`src/rtl/boreal_spi_frame_writer_pkg.sv`:
```
// ==== boreal_spi_pkg : shared FSM states, CRC-8 constants and bit-serial CRC update (rev 1.0) ====
`default_nettype none

package boreal_spi_pkg;

  typedef enum logic [2:0] {
    IDLE    = 3'd0,
    HDR     = 3'd1,
    PAY     = 3'd2,
    CRC     = 3'd3,
    COMMIT  = 3'd4,
    WAIT_CS = 3'd5
  } state_e;

  localparam logic [7:0] CRC8_POLY         = 8'h07;
  localparam logic [7:0] DEFAULT_SYNC_BYTE = 8'hA5;

  function automatic logic [7:0] crc8_bit(input logic [7:0] crc, input logic b);
    return {crc[6:0], 1'b0} ^ ((crc[7] ^ b) ? CRC8_POLY : 8'h00);
  endfunction

endpackage

`default_nettype wire

```
`src/rtl/boreal_spi_frame_writer_if.sv`:
```
// ==== boreal_spi_frame_writer_if : write port of the dual-clock payload FIFO (rev 1.0) ====
`default_nettype none

interface boreal_spi_frame_writer_if #(
  parameter int DATA_WIDTH = 792
);
  logic                  wr_en;
  logic [DATA_WIDTH-1:0] din;
  logic                  full;

  modport master (output wr_en, output din, input full);
  modport slave  (input wr_en, input din, output full);
endinterface

`default_nettype wire

```
`src/rtl/boreal_spi_frame_writer_sync_edge.sv`:
```
// ==== boreal_spi_sync_edge : 2-FF synchroniser, third stage and edge pulses (rev 1.0) ====
`default_nettype none

module boreal_spi_sync_edge #(
  parameter logic RST_VAL = 1'b0
) (
  input  wire logic wr_clk,
  input  wire logic wr_rst_n,
  input  wire logic async_i,
  output logic      level_o,
  output logic      rise_o,
  output logic      fall_o
);

  logic [2:0] stg_q;

  always_ff @(posedge wr_clk or negedge wr_rst_n) begin
    if (!wr_rst_n) stg_q <= {3{RST_VAL}};
    else           stg_q <= {stg_q[1:0], async_i};
  end

  assign level_o = stg_q[1];
  assign rise_o  = stg_q[1] & ~stg_q[2];
  assign fall_o  = ~stg_q[1] & stg_q[2];

endmodule

`default_nettype wire

```
`src/rtl/boreal_spi_frame_writer.sv`:
```
// ==== boreal_spi_frame_writer : SPI-slave frame deserializer feeding the payload FIFO (rev 1.0) ====
`default_nettype none

module boreal_spi_frame_writer
  import boreal_spi_pkg::*;
#(
  parameter int          DATA_WIDTH = 792,
  parameter logic [7:0]  SYNC_BYTE  = DEFAULT_SYNC_BYTE,
  parameter int          CNT_WIDTH  = 16
) (
  input  wire logic                 wr_clk,
  input  wire logic                 wr_rst_n,
  input  wire logic                 spi_sclk,
  input  wire logic                 spi_cs_n,
  input  wire logic                 spi_mosi,
  boreal_spi_frame_writer_if.master fifo,
  output logic                      busy,
  output logic [CNT_WIDTH-1:0]      frame_ok_cnt,
  output logic [CNT_WIDTH-1:0]      crc_err_cnt,
  output logic [CNT_WIDTH-1:0]      sync_err_cnt,
  output logic [CNT_WIDTH-1:0]      overflow_cnt,
  output logic [CNT_WIDTH-1:0]      abort_cnt
);

  localparam int BW = $clog2(DATA_WIDTH + 1);

  if (DATA_WIDTH % 8 != 0) begin : g_width_check
    $error("boreal_spi_frame_writer: DATA_WIDTH must be a multiple of 8");
  end

  logic sclk_lvl, sclk_rise, sclk_fall;
  logic cs_lvl, cs_rise, cs_fall;
  logic mosi_lvl, mosi_rise, mosi_fall;
  logic sync_unused;

  boreal_spi_sync_edge #(.RST_VAL(1'b0)) u_sync_sclk (
    .wr_clk(wr_clk), .wr_rst_n(wr_rst_n), .async_i(spi_sclk),
    .level_o(sclk_lvl), .rise_o(sclk_rise), .fall_o(sclk_fall));
  boreal_spi_sync_edge #(.RST_VAL(1'b1)) u_sync_cs (
    .wr_clk(wr_clk), .wr_rst_n(wr_rst_n), .async_i(spi_cs_n),
    .level_o(cs_lvl), .rise_o(cs_rise), .fall_o(cs_fall));
  boreal_spi_sync_edge #(.RST_VAL(1'b0)) u_sync_mosi (
    .wr_clk(wr_clk), .wr_rst_n(wr_rst_n), .async_i(spi_mosi),
    .level_o(mosi_lvl), .rise_o(mosi_rise), .fall_o(mosi_fall));

  assign sync_unused = &{sclk_lvl, sclk_fall, mosi_rise, mosi_fall};

  state_e                 state_q;
  logic [BW-1:0]          bit_cnt_q;
  logic [7:0]             shift_q;
  logic [7:0]             crc_q;
  logic [DATA_WIDTH-1:0]  din_q;
  logic                   crc_match_q;
  logic [1:0]             fill_q;
  logic                   armed_q;
  logic [CNT_WIDTH-1:0]   ok_q, crc_err_q, sync_err_q, ovf_q, abort_q;
  logic [7:0]             byte_w;

  function automatic logic [CNT_WIDTH-1:0] sat_inc(input logic [CNT_WIDTH-1:0] v);
    return (&v) ? v : v + 1'b1;
  endfunction

  assign byte_w = {shift_q[6:0], mosi_lvl};

  // armed_q only rises once the cs_n synchroniser holds a real high sample, so a
  // chip select already low at reset release never opens a frame.
  always_ff @(posedge wr_clk or negedge wr_rst_n) begin
    if (!wr_rst_n) begin
      state_q     <= IDLE;
      bit_cnt_q   <= '0;
      shift_q     <= '0;
      crc_q       <= '0;
      din_q       <= '0;
      crc_match_q <= 1'b0;
      fill_q      <= '0;
      armed_q     <= 1'b0;
      ok_q        <= '0;
      crc_err_q   <= '0;
      sync_err_q  <= '0;
      ovf_q       <= '0;
      abort_q     <= '0;
    end else begin
      fill_q <= {fill_q[0], 1'b1};
      if (fill_q[1] && cs_lvl) armed_q <= 1'b1;
      unique case (state_q)
        IDLE: if (cs_fall && armed_q) begin
          state_q   <= HDR;
          bit_cnt_q <= '0;
          crc_q     <= '0;
        end
        HDR: if (cs_rise) begin
          abort_q <= sat_inc(abort_q);
          state_q <= IDLE;
        end else if (sclk_rise) begin
          shift_q <= byte_w;
          if (bit_cnt_q == BW'(7)) begin
            bit_cnt_q <= '0;
            if (byte_w == SYNC_BYTE) begin
              state_q <= PAY;
            end else begin
              sync_err_q <= sat_inc(sync_err_q);
              state_q    <= WAIT_CS;
            end
          end else begin
            bit_cnt_q <= bit_cnt_q + 1'b1;
          end
        end
        PAY: if (cs_rise) begin
          abort_q <= sat_inc(abort_q);
          state_q <= IDLE;
        end else if (sclk_rise) begin
          din_q <= {din_q[DATA_WIDTH-2:0], mosi_lvl};
          crc_q <= crc8_bit(crc_q, mosi_lvl);
          if (bit_cnt_q == BW'(DATA_WIDTH - 1)) begin
            bit_cnt_q <= '0;
            state_q   <= CRC;
          end else begin
            bit_cnt_q <= bit_cnt_q + 1'b1;
          end
        end
        // The last CRC bit is tested before cs_n rise so a simultaneous rise still commits.
        CRC: if (sclk_rise && bit_cnt_q == BW'(7)) begin
          crc_match_q <= (byte_w == crc_q);
          state_q     <= COMMIT;
        end else if (cs_rise) begin
          abort_q <= sat_inc(abort_q);
          state_q <= IDLE;
        end else if (sclk_rise) begin
          shift_q   <= byte_w;
          bit_cnt_q <= bit_cnt_q + 1'b1;
        end
        COMMIT: begin
          if (!crc_match_q)   crc_err_q <= sat_inc(crc_err_q);
          else if (fifo.full) ovf_q     <= sat_inc(ovf_q);
          else                ok_q      <= sat_inc(ok_q);
          state_q <= WAIT_CS;
        end
        // Level rather than edge, so a cs_n rise that landed during COMMIT is not lost.
        WAIT_CS: if (cs_lvl) state_q <= IDLE;
        default: state_q <= IDLE;
      endcase
    end
  end

  // full is gated in the same cycle as wr_en so a write never lands on a full FIFO.
  assign fifo.wr_en   = (state_q == COMMIT) && crc_match_q && !fifo.full;
  assign fifo.din     = din_q;
  assign busy         = (state_q != IDLE);
  assign frame_ok_cnt = ok_q;
  assign crc_err_cnt  = crc_err_q;
  assign sync_err_cnt = sync_err_q;
  assign overflow_cnt = ovf_q;
  assign abort_cnt    = abort_q;

endmodule

`default_nettype wire
```
`src/flat_wrapper.sv`:
```
// flat-port wrapper written by rule: the top's interface ports become plain ports
module boreal_spi_frame_writer_flat import boreal_spi_pkg::*;
#(
  parameter int          DATA_WIDTH = 792,
  parameter logic [7:0]  SYNC_BYTE  = DEFAULT_SYNC_BYTE,
  parameter int          CNT_WIDTH  = 16
)
  (wr_clk, wr_rst_n, spi_sclk, spi_cs_n, spi_mosi, busy, frame_ok_cnt, crc_err_cnt, sync_err_cnt, overflow_cnt, abort_cnt, fifo_wr_en, fifo_din, fifo_full);
  boreal_spi_frame_writer_if #(.DATA_WIDTH(DATA_WIDTH)) fifo_i ();
  input  wire logic wr_clk;
  input  wire logic wr_rst_n;
  input  wire logic spi_sclk;
  input  wire logic spi_cs_n;
  input  wire logic spi_mosi;
  output logic busy;
  output logic [CNT_WIDTH-1:0] frame_ok_cnt;
  output logic [CNT_WIDTH-1:0] crc_err_cnt;
  output logic [CNT_WIDTH-1:0] sync_err_cnt;
  output logic [CNT_WIDTH-1:0] overflow_cnt;
  output logic [CNT_WIDTH-1:0] abort_cnt;
  output wire logic [$bits(fifo_i.wr_en)-1:0] fifo_wr_en;
  output wire logic [$bits(fifo_i.din)-1:0] fifo_din;
  input wire logic [$bits(fifo_i.full)-1:0] fifo_full;
  assign fifo_wr_en = fifo_i.wr_en;
  assign fifo_din = fifo_i.din;
  assign fifo_i.full = fifo_full;
  boreal_spi_frame_writer #(.DATA_WIDTH(DATA_WIDTH), .SYNC_BYTE(SYNC_BYTE), .CNT_WIDTH(CNT_WIDTH)) u_core (.wr_clk(wr_clk), .wr_rst_n(wr_rst_n), .spi_sclk(spi_sclk), .spi_cs_n(spi_cs_n), .spi_mosi(spi_mosi), .fifo(fifo_i), .busy(busy), .frame_ok_cnt(frame_ok_cnt), .crc_err_cnt(crc_err_cnt), .sync_err_cnt(sync_err_cnt), .overflow_cnt(overflow_cnt), .abort_cnt(abort_cnt));
endmodule
```
`config.mk`:
```
export PLATFORM = sky130hd
export DESIGN_NAME = boreal_spi_frame_writer_flat
export DESIGN_NICKNAME = d
export VERILOG_FILES = /design/src/rtl/boreal_spi_frame_writer_pkg.sv /design/src/rtl/boreal_spi_frame_writer_if.sv /design/src/rtl/boreal_spi_frame_writer_sync_edge.sv /design/src/rtl/boreal_spi_frame_writer.sv /design/src/flat_wrapper.sv
export SDC_FILE = /design/constraint.sdc
export NUM_CORES = 1
export LEC_CHECK = 0
export ABC_AREA = 1
export CORE_AREA = 2 2 342 344
export CTS_CLUSTER_DIAMETER = 80
export CTS_CLUSTER_SIZE = 16
export DETAILED_ROUTE_END_ITERATION = 12
export DIE_AREA = 0 0 344 346
export GPL_TIMING_DRIVEN = 0
export PLACE_DENSITY = 0.53
export SETUP_SLACK_MARGIN = 0.2
export SYNTH_ARGS = -nofsm -noshare
export SYNTH_HDL_FRONTEND = slang
export SYNTH_SLANG_ARGS = --single-unit
```
`constraint.sdc`:
```
create_clock -name wr_clk -period 4.27 [get_ports wr_clk]
set_input_delay 0.427 -clock wr_clk [delete_from_list [all_inputs] [get_ports wr_clk]]
set_output_delay 0.427 -clock wr_clk [all_outputs]
set_load 0.03 [all_outputs]
```
==> flow_summary.toml, run 1 <==
[sta]
final.setup.tns_ns = 0
worst_pin_slew_ns = 1.15
finalClockSkew_ns = 0.0373
hold_slack_ns = 0.206
rsz0062_at_grt = "false"
hold_violations = 0
slew_violations = 0
fin_crit_sh = 0.832
maxSlewHeadroom = 0.234
period_needed_ns = 3.55
setup_viol = 0
fmax_mhz = 282

[worst_setup_path]
path_class = "reg -> out"
startpoint_type = "flip-flop"
crit_arrival_ns = 3.12
cp_max_fo = 10
cp.required_ns = 3.84
cp-end-kind = "output pin"

[floorplan]
core_area_um2 = 115000
dieArea_um2 = 119000
die_x_um = 344
num_io_pins = 880
rows = 125
die_h_um = 346
start_util = 0.309

[route]
ant_nets = 0
drt_iter0_markers = 2194
wl_per_cell_um = 20.6
vias = 29181
via_per_inst = 4.63
drt_pass1_iterations = 5
wirelength_um = 130000
drc = 0

[power_and_ir_drop]
cellLeakagePower_nw = 21.6
ir_drop_v = 0.000289
power.density_nw_per_um2 = 339
power.total_mw = 16.5

[cells_and_area]
area_growth_pct = 36.5
layout_commonest_cell = "dfrtp_1"
fill_cells = 11341
postLayoutCoreUtil = 0.421
layout_common_cells = "dfrtp_1, clkdlybuf4s50_1, nand2_1"
final-instance-count-excl-fill = 6300
drive_above_1_share = 0.0541
final_nets = 4764

[logic_synthesis]
yosys_register_bits = 912
synth_nets = 3802
yosys.area.top_type = "dfrtp_1"
synth_area_um2 = 35600
synth_cells = 3790
synth_warnings = 0
synth_top_flop_cell = "dfrtp_1"
synth.top_cells.by_area = "dfrtp_1, nand2_1, a21oi_1"
synth-edff-count = 0
yosysTopAreaCellShare = 0.639
ys_seq_area_frac = 0.641
syn_area_per_cell_um2 = 9.40
synth.distinct_cells = 37
synth-async-reset-ratio = 1.00

[clock_network]
cts_resized = 0
htree_num_levels = 3
cts_tree = "done"
clkSinkCount = 912
cts_root_buf = "clkbuf_16"
cts_buffers = 71
clockBufferDepth = 3
clock_latency_ns = 0.66
clk_pin_slew_worst_paths_ns = 0.07
postCtsHoldBufs = 1
cts_setup_buffers = 0

[placed_design]
hpwl_um = 96700
port_buffers = 879
dp_cells = 6202
gp_congestion = 0.895

[job]
max-cap-violations = 0

[grt]
grt_first_pass_wirelength_um = 193000
globalRoute.totalOverflow = 0
grt_use_total = 0.214
grt_max_degree = 113
grt_pass1_vias = 29076
antenna_found_initial = 3

[status]
outcome = "completed"

[worst_hold_path]
hold_path_class = "in -> reg"
## per-stage QoR
step	cell area, µm²	setup slack, ns
3_3_place_gp	46300	-40.97
4_1_cts	48600	0.680
5_1_grt	48600	0.589
3_5_place_dp	46600	1.10
2_1_floorplan	35600	2.25
6_report	48600	0.718
## logic make-up after synthesis
kind of cell,synth area share
buf+inv,0.0785
compound gates,0.123
flops,0.641
mux,0.000632
simple gates,0.137
xor+xnor,0.0175
other cells,0.000105
fa+ha+maj,0.00211
## critical path, cell delays in order (launching register included)
cell             delay [ns]
dfrtp_1                0.36
buf_4                  0.17
nor2_1                 0.26
inv_2                  0.08
nor2_1                 0.16
nand2_1                0.30
nor2_2                 0.40
clkdlybuf4s50_1        0.74
## power breakdown
group | total [mW] | switching [mW] | internal (mW)
sequential | 8.89 | 0.134 | 8.76
combinational | 1.07 | 0.739 | 0.330
clock | 6.52 | 3.33 | 3.18
total | 16.5 | 4.21 | 12.3
## worst paths after layout
kind                                    from                   endpoint  slack, ns  cells past startpoint
min in group asynchronous           wr_rst_n       u_core.fifo.din[578]       0.28                      2
setup reg to reg           u_core.state_q[0]       u_core.fifo.din[292]       1.25                      7
max in group asynchronous           wr_rst_n       u_core.fifo.din[713]       1.51                      6
hold reg to reg             u_core.fill_q[0]           u_core.fill_q[1]       0.35                      0
hold / removal                      spi_cs_n  u_core.u_sync_cs.stg_q[0]       0.21                      1
setup / recovery           u_core.state_q[0]                 fifo_wr_en       0.72                      7
## metal layers
metal | part of all wire | global-route usage
met2 | 0.48 | 0.348
met3 | 0.064 | 0.0483
met1 | 0.42 | 0.276
met4 | 0.041 | 0.0844
met5 | 0 | 0
## flip-flops by register name, summed over array words and instances, names as in the netlist
register,count
u_core.abort_cnt,16
u_core.armed_q,1
u_core.bit_cnt_q,10
u_core.crc_err_cnt,16
u_core.crc_match_q,1
u_core.crc_q,8
u_core.fifo.din,792
u_core.fill_q,2
u_core.frame_ok_cnt,16
u_core.overflow_cnt,16
u_core.shift_q,7
u_core.state_q,3
u_core.sync_err_cnt,16
u_core.u_sync_cs.stg_q,3
u_core.u_sync_mosi.stg_q,2
u_core.u_sync_sclk.stg_q,3
## area by class of cell
type                       instances  area, µm²  area share
clock buffer                      76       1800      0.0369
tap                             1524       1910      0.0392
buffer                           189        908      0.0187
timing repair buffer             889       9060       0.186
sequential                       912      22800       0.469
clock inverter                    17        243     0.00499
multi-input combinational       2186      10000       0.206
inverter                         503       1890      0.0388
antenna                            4       10.0    0.000206
## synth_stat cells, drive strengths merged, types with 3 or more instances
master  count
dfrtp     909
nand2     636
inv       501
nor2      467
o21ai     452
a21oi     404
buf       143
nand3      70
clkbuf     46
xor2       40
xnor2      31
nor3       30
nand4      23
ha          6
nand3b      6
dfstp       3
o31ai       3
No activity file was read; power rests on OpenSTA's default activity.
==> run 2, diff against run 1 <==
--- a/config.mk
+++ b/config.mk
@@ -6,13 +6,13 @@
 export NUM_CORES = 1
 export LEC_CHECK = 0
 export ABC_AREA = 1
-export CORE_AREA = 2 2 342 344
+export CORE_AREA = 2 2 339 341
 export CTS_CLUSTER_DIAMETER = 80
 export CTS_CLUSTER_SIZE = 16
 export DETAILED_ROUTE_END_ITERATION = 12
-export DIE_AREA = 0 0 344 346
+export DIE_AREA = 0 0 341 343
 export GPL_TIMING_DRIVEN = 0
-export PLACE_DENSITY = 0.53
+export PLACE_DENSITY = 0.56
 export SETUP_SLACK_MARGIN = 0.2
 export SYNTH_ARGS = -nofsm -noshare
 export SYNTH_HDL_FRONTEND = slang
==> constraint.sdc (replaced) <==
create_clock -name wr_clk -period 3.25 [get_ports wr_clk]
set_input_delay 0.325 -clock wr_clk [delete_from_list [all_inputs] [get_ports wr_clk]]
set_output_delay 0.325 -clock wr_clk [all_outputs]
set_load 0.03 [all_outputs]
==> flow_summary.toml, run 2 (same netlist as run 1, synthesis figures left out) <==
[status]
outcome = "completed"

[sta]
hold_slack_ns = 0.0851
rsz0062_at_grt = "false"
period_needed_ns = 2.85
fin_crit_sh = 0.875
setup_viol = 0
slew_violations = 0
maxSlewHeadroom = 0.521
final.setup.tns_ns = 0
hold_violations = 0
finalClockSkew_ns = 0.0285
fmax_mhz = 351
worst_pin_slew_ns = 0.718

[worst_setup_path]
timing.critical_path.from = "u_core.state_q[0]"
cp-end-kind = "output pin"
startpoint_type = "flip-flop"
rrSetupSlack_ns = 0.53
crit_arrival_ns = 2.52
reg2reg_depth = 9
cp.required_ns = 2.92
rr_endpoint = "u_core.fifo.din[310]"
cp_max_fo = 10
path_class = "reg -> out"
crit_end = "fifo_wr_en"
r2r_start = "u_core.state_q[0]"

[cells_and_area]
final-instance-count-excl-fill = 6284
multiInputGateArea_um2 = 10000
final_nets = 4762
layout_commonest_cell = "dfrtp_1"
drive_above_1_share = 0.0541
fill_cells = 11058
largest_reg_flops = 792
regArea_um2 = 22800
postLayoutCoreUtil = 0.428
layout_common_cells = "dfrtp_1, clkdlybuf4s50_1, nand2_1"
area_growth_pct = 36.3

[grt]
globalRoute.totalOverflow = 0
grt_pass1_vias = 28643
grt_first_pass_wirelength_um = 189000
grt_use_total = 0.213
grt_max_degree = 121
antenna_found_initial = 8

[clock_network]
clkSinkCount = 912
cts_tree = "done"
clk_pin_slew_worst_paths_ns = 0.07
cts_root_buf = "clkbuf_16"
htree_num_levels = 3
cts_buffers = 70
cts_setup_buffers = 0
clock_latency_ns = 0.65
clockBufferDepth = 3

[route]
vias = 29415
via_per_inst = 4.68
wirelength_um = 128000
drc = 0
drt_pass1_iterations = 5
wl_per_cell_um = 20.4
ant_nets = 0
drt_iter0_markers = 2178

[floorplan]
core_area_um2 = 113000
rows = 124
dieArea_um2 = 117000
die_x_um = 341
start_util = 0.314
die_h_um = 343
num_io_pins = 880

[power_and_ir_drop]
ir_drop_v = 0.000321
cellLeakagePower_nw = 21.5
power.total_mw = 21.4
power.density_nw_per_um2 = 442

[placed_design]
gp_congestion = 0.901
dp_cells = 6189
port_buffers = 879
hpwl_um = 96000

[worst_hold_path]
hold_path_class = "in -> reg"

[job]
max-cap-violations = 0
run 2: cell types whose count changed in the layout (fill, tap and decap cells not counted), sizes merged:
cell           previous run  this run
clkbuf                  122       123
bufinv                    2         1
clkinvlp                  1         2
clkdlybuf4s15             0         1
buf                     153       152
diode                     4         1
inv                     508       507
clkdlybuf4s50           878       877
run 2: per-stage QoR:
step,instance area (µm²),worst slack (ns)
after floorplan,35600,1.23
after global placement,46300,-41.31
after detailed placement,46500,0.204
after CTS,48500,0.200
after global routing,48500,0.239
final,48500,0.405
run 2: layout make-up:
type | instances | area share
diodes | 1 | 0.0000515
plain buffers | 189 | 0.0188
clock buffers | 77 | 0.0366
clock inverters | 16 | 0.00418
inverters | 503 | 0.0389
multi-input cells | 2186 | 0.206
flip-flops and latches | 912 | 0.470
well taps | 1512 | 0.0390
repair buffers | 888 | 0.186
run 2: report_power, final:
part | internal, mW | switching, mW
sequential | 11.5 | 0.179
combinational | 0.430 | 0.971
clock | 4.04 | 4.31
total | 16.0 | 5.46
run 2: critical path, stage by stage (launching register included):
cell and delay (ns):
dfrtp_1 0.36, buf_4 0.17, nor2_1 0.24, inv_2 0.09
nor2_1 0.13, nand2_1 0.27, nor2_4 0.25, clkdlybuf4s15_2 0.35
run 2: timing repair:
item	CTS	global route
hold buffers	1	0
endpoints found under the hold margin	85	0
gates resized for setup	5	2
setup endpoints to repair	4	110
run 2: worst min-delay path by stage:
stage / from / endpoint / slack (ns) / cells after the start
2_1_floorplan: wr_rst_n / u_core.abort_cnt[0] / 0.03 / 0
3_3_place_gp: u_core.fill_q[0] / u_core.fill_q[1] / 0.33 / 0
3_5_place_dp: u_core.fill_q[0] / u_core.fill_q[1] / 0.34 / 0
4_1_cts: spi_cs_n / u_core.u_sync_cs.stg_q[0] / 0.01 / 1
5_1_grt: spi_cs_n / u_core.u_sync_cs.stg_q[0] / 0.05 / 1
6_report: spi_cs_n / u_core.u_sync_cs.stg_q[0] / 0.09 / 1
run 2: layer usage:
layer / track usage / part of all wire
met5: 0 / 0.00020
met4: 0.0974 / 0.047
met3: 0.0533 / 0.068
met2: 0.339 / 0.47
met1: 0.274 / 0.42
==> run 3, diff against run 2 <==
--- a/config.mk
+++ b/config.mk
@@ -13,6 +13,7 @@
 export DIE_AREA = 0 0 341 343
 export GPL_TIMING_DRIVEN = 0
 export PLACE_DENSITY = 0.56
+export REMOVE_ABC_BUFFERS = 1
 export SETUP_SLACK_MARGIN = 0.2
 export SYNTH_ARGS = -nofsm -noshare
 export SYNTH_HDL_FRONTEND = slang
==> flow_summary.toml, run 3 (same netlist as run 1, synthesis figures left out) <==
[sta]
maxSlewHeadroom = 0.409
period_needed_ns = 2.85
fin_crit_sh = 0.877
fmax_mhz = 351
worst_pin_slew_ns = 0.884
finalClockSkew_ns = 0.0280
worst_slack_ns = 0.400
hold_violations = 0
rsz0062_at_grt = "false"
hold_slack_ns = 0.102
slew_violations = 0
setup_viol = 0

[route]
wirelength_um = 106000
wl_per_cell_um = 17.3
drt_iter0_markers = 1552
vias = 27377
via_per_inst = 4.46
ant_nets = 0
drt_pass1_iterations = 5
drc = 0

[job]
max-cap-violations = 0

[grt]
grt_pass1_vias = 26097
grt_first_pass_wirelength_um = 161000
grt_use_total = 0.177
antenna_found_initial = 1
globalRoute.totalOverflow = 0
grt_max_degree = 113

[cells_and_area]
antenna_cells = 0
drive_above_1_share = 0.0350
layout_common_cells = "dfrtp_1, clkdlybuf4s50_1, nand2_1"
area_growth_pct = 36.5
regArea_um2 = 22800
multiInputGateArea_um2 = 10000
largest_reg_flops = 792
fill_cells = 11021
layout_commonest_cell = "dfrtp_1"
final_nets = 4620

[clock_network]
clk_pin_slew_worst_paths_ns = 0.07
cts_buffers = 70
cts_root_buf = "clkbuf_16"
clockBufferDepth = 3
clock_latency_ns = 0.64
cts_tree = "done"
clkSinkCount = 912
htree_num_levels = 3

[floorplan]
start_util = 0.314
num_io_pins = 880
die_x_um = 341
core_area_um2 = 113000
dieArea_um2 = 117000
die_h_um = 343
rows = 124

[placed_design]
pre_cts_ws_ns = -0.558
port_buffers = 879
hpwl_um = 80000
gp_congestion = 0.883

[power_and_ir_drop]
cellLeakagePower_nw = 21.1
ir_drop_v = 0.000330
power.density_nw_per_um2 = 437

[worst_setup_path]
cp_max_fo = 49
crit_buf_inv = 7
crit_arrival_ns = 3.38
path_delay_family = "buffers and inverters"
r2r_start = "u_core.u_sync_cs.stg_q[2]"
cp-end-kind = "flip-flop"
max_stage_delay_ns = 0.53
startpoint_type = "flip-flop"
path_common_cell = "buf_12"
crit_chain = "nor2_1, nor2_2, inv_2, nor2_4, buf_4, buf_12, buf_16, buf_12, buf_12, buf_16, mux2_2"
critPathSlowestCell = "dfstp_2"
reg2reg_depth = 11
cp.required_ns = 3.78
rrSetupSlack_ns = 0.40
path_class = "reg -> reg"
rr_endpoint = "u_core.fifo.din[791]"

[status]
outcome = "completed"

[worst_hold_path]
min_to = "u_core.u_sync_cs.stg_q[0]"
hold_path_class = "in -> reg"
min_path_cells = 1
min_from = "spi_cs_n"
## run 3: cell count changes in the layout (fill, tap and decap cells not counted), moves of 4 or more
cell       change
clkbuf_16      +4
buf_16        +14
clkbuf_1      -44
buf_2        -135
buf_12        +25
buf_4          -4
## run 3: metal layers
| metal | part of all wire | global-route usage | up-vias |
|---|---|---|---|
| met5 | 0 | 0 | - |
| met4 | 0.045 | 0.0824 | 0 |
| met3 | 0.068 | 0.0488 | 176 |
| met2 | 0.49 | 0.297 | 629 |
| met1 | 0.40 | 0.211 | 13010 |
| li1 | - | - | 13562 |
## run 3: repair_timing
action | in CTS | in global routing
gates cloned | 2 | 3
setup buffers | 4 | 0
pin swaps | 2 | 1
hold endpoints to repair | 109 | 0
resized for setup | 3 | 12
hold buffers | 1 | 0
endpoints found under the setup margin | 358 | 219
## run 3: worst reg2reg max path: cells and delay by family, from the launching register on
kind / cells / cell delay [ns]
multiplexers: 1 / 0.36
flip-flops: 1 / 0.53
buffers and inverters: 7 / 1.46
AND/OR/NAND/NOR: 3 / 0.42
## run 3: final cells by class
type	count	share of cell area
multi-input combinational	2187	0.206
clock buffer	79	0.0374
sequential	912	0.470
inverter	503	0.0388
timing repair buffer	934	0.207
tap	1512	0.0389
clock inverter	12	0.00270
## run 3: worst max path at each step
stage / start / to / slack [ns] / cells after the start
3_5_place_dp: u_core.state_q[0] / u_core.fifo.din[169] / -0.56 / 12
6_report: u_core.u_sync_cs.stg_q[2] / u_core.fifo.din[791] / 0.40 / 11
2_1_floorplan: u_core.state_q[0] / u_core.fifo.din[680] / -28.73 / 4
4_1_cts: u_core.state_q[0] / fifo_wr_en / 0.20 / 6
5_1_grt: u_core.u_sync_cs.stg_q[2] / u_core.fifo.din[167] / 0.20 / 13
3_3_place_gp: u_core.state_q[0] / u_core.fifo.din[753] / -45.45 / 5
## run 3: through the flow
stage / power (mW) / util / cells / instance area (µm²) / TNS [ns]
global placement: 13.3 / 0.400 / 5992 / 45400 / -
detailed placement: 13.3 / 0.410 / 6038 / 46500 / -57.67
CTS: 21.7 / 0.427 / 6136 / 48500 / 0
floorplan: 12.6 / - / 3601 / 34700 / -
finish: 21.2 / 0.429 / 6139 / 48600 / 0
global route: 22.2 / 0.429 / 6139 / 48600 / 0
## run 3: power by group
group | switching, mW | leakage, nW | internal, mW
combinational | 0.926 | 7.52 | 0.416
sequential | 0.200 | 12.6 | 11.5
clock | 4.18 | 0.950 | 4.01
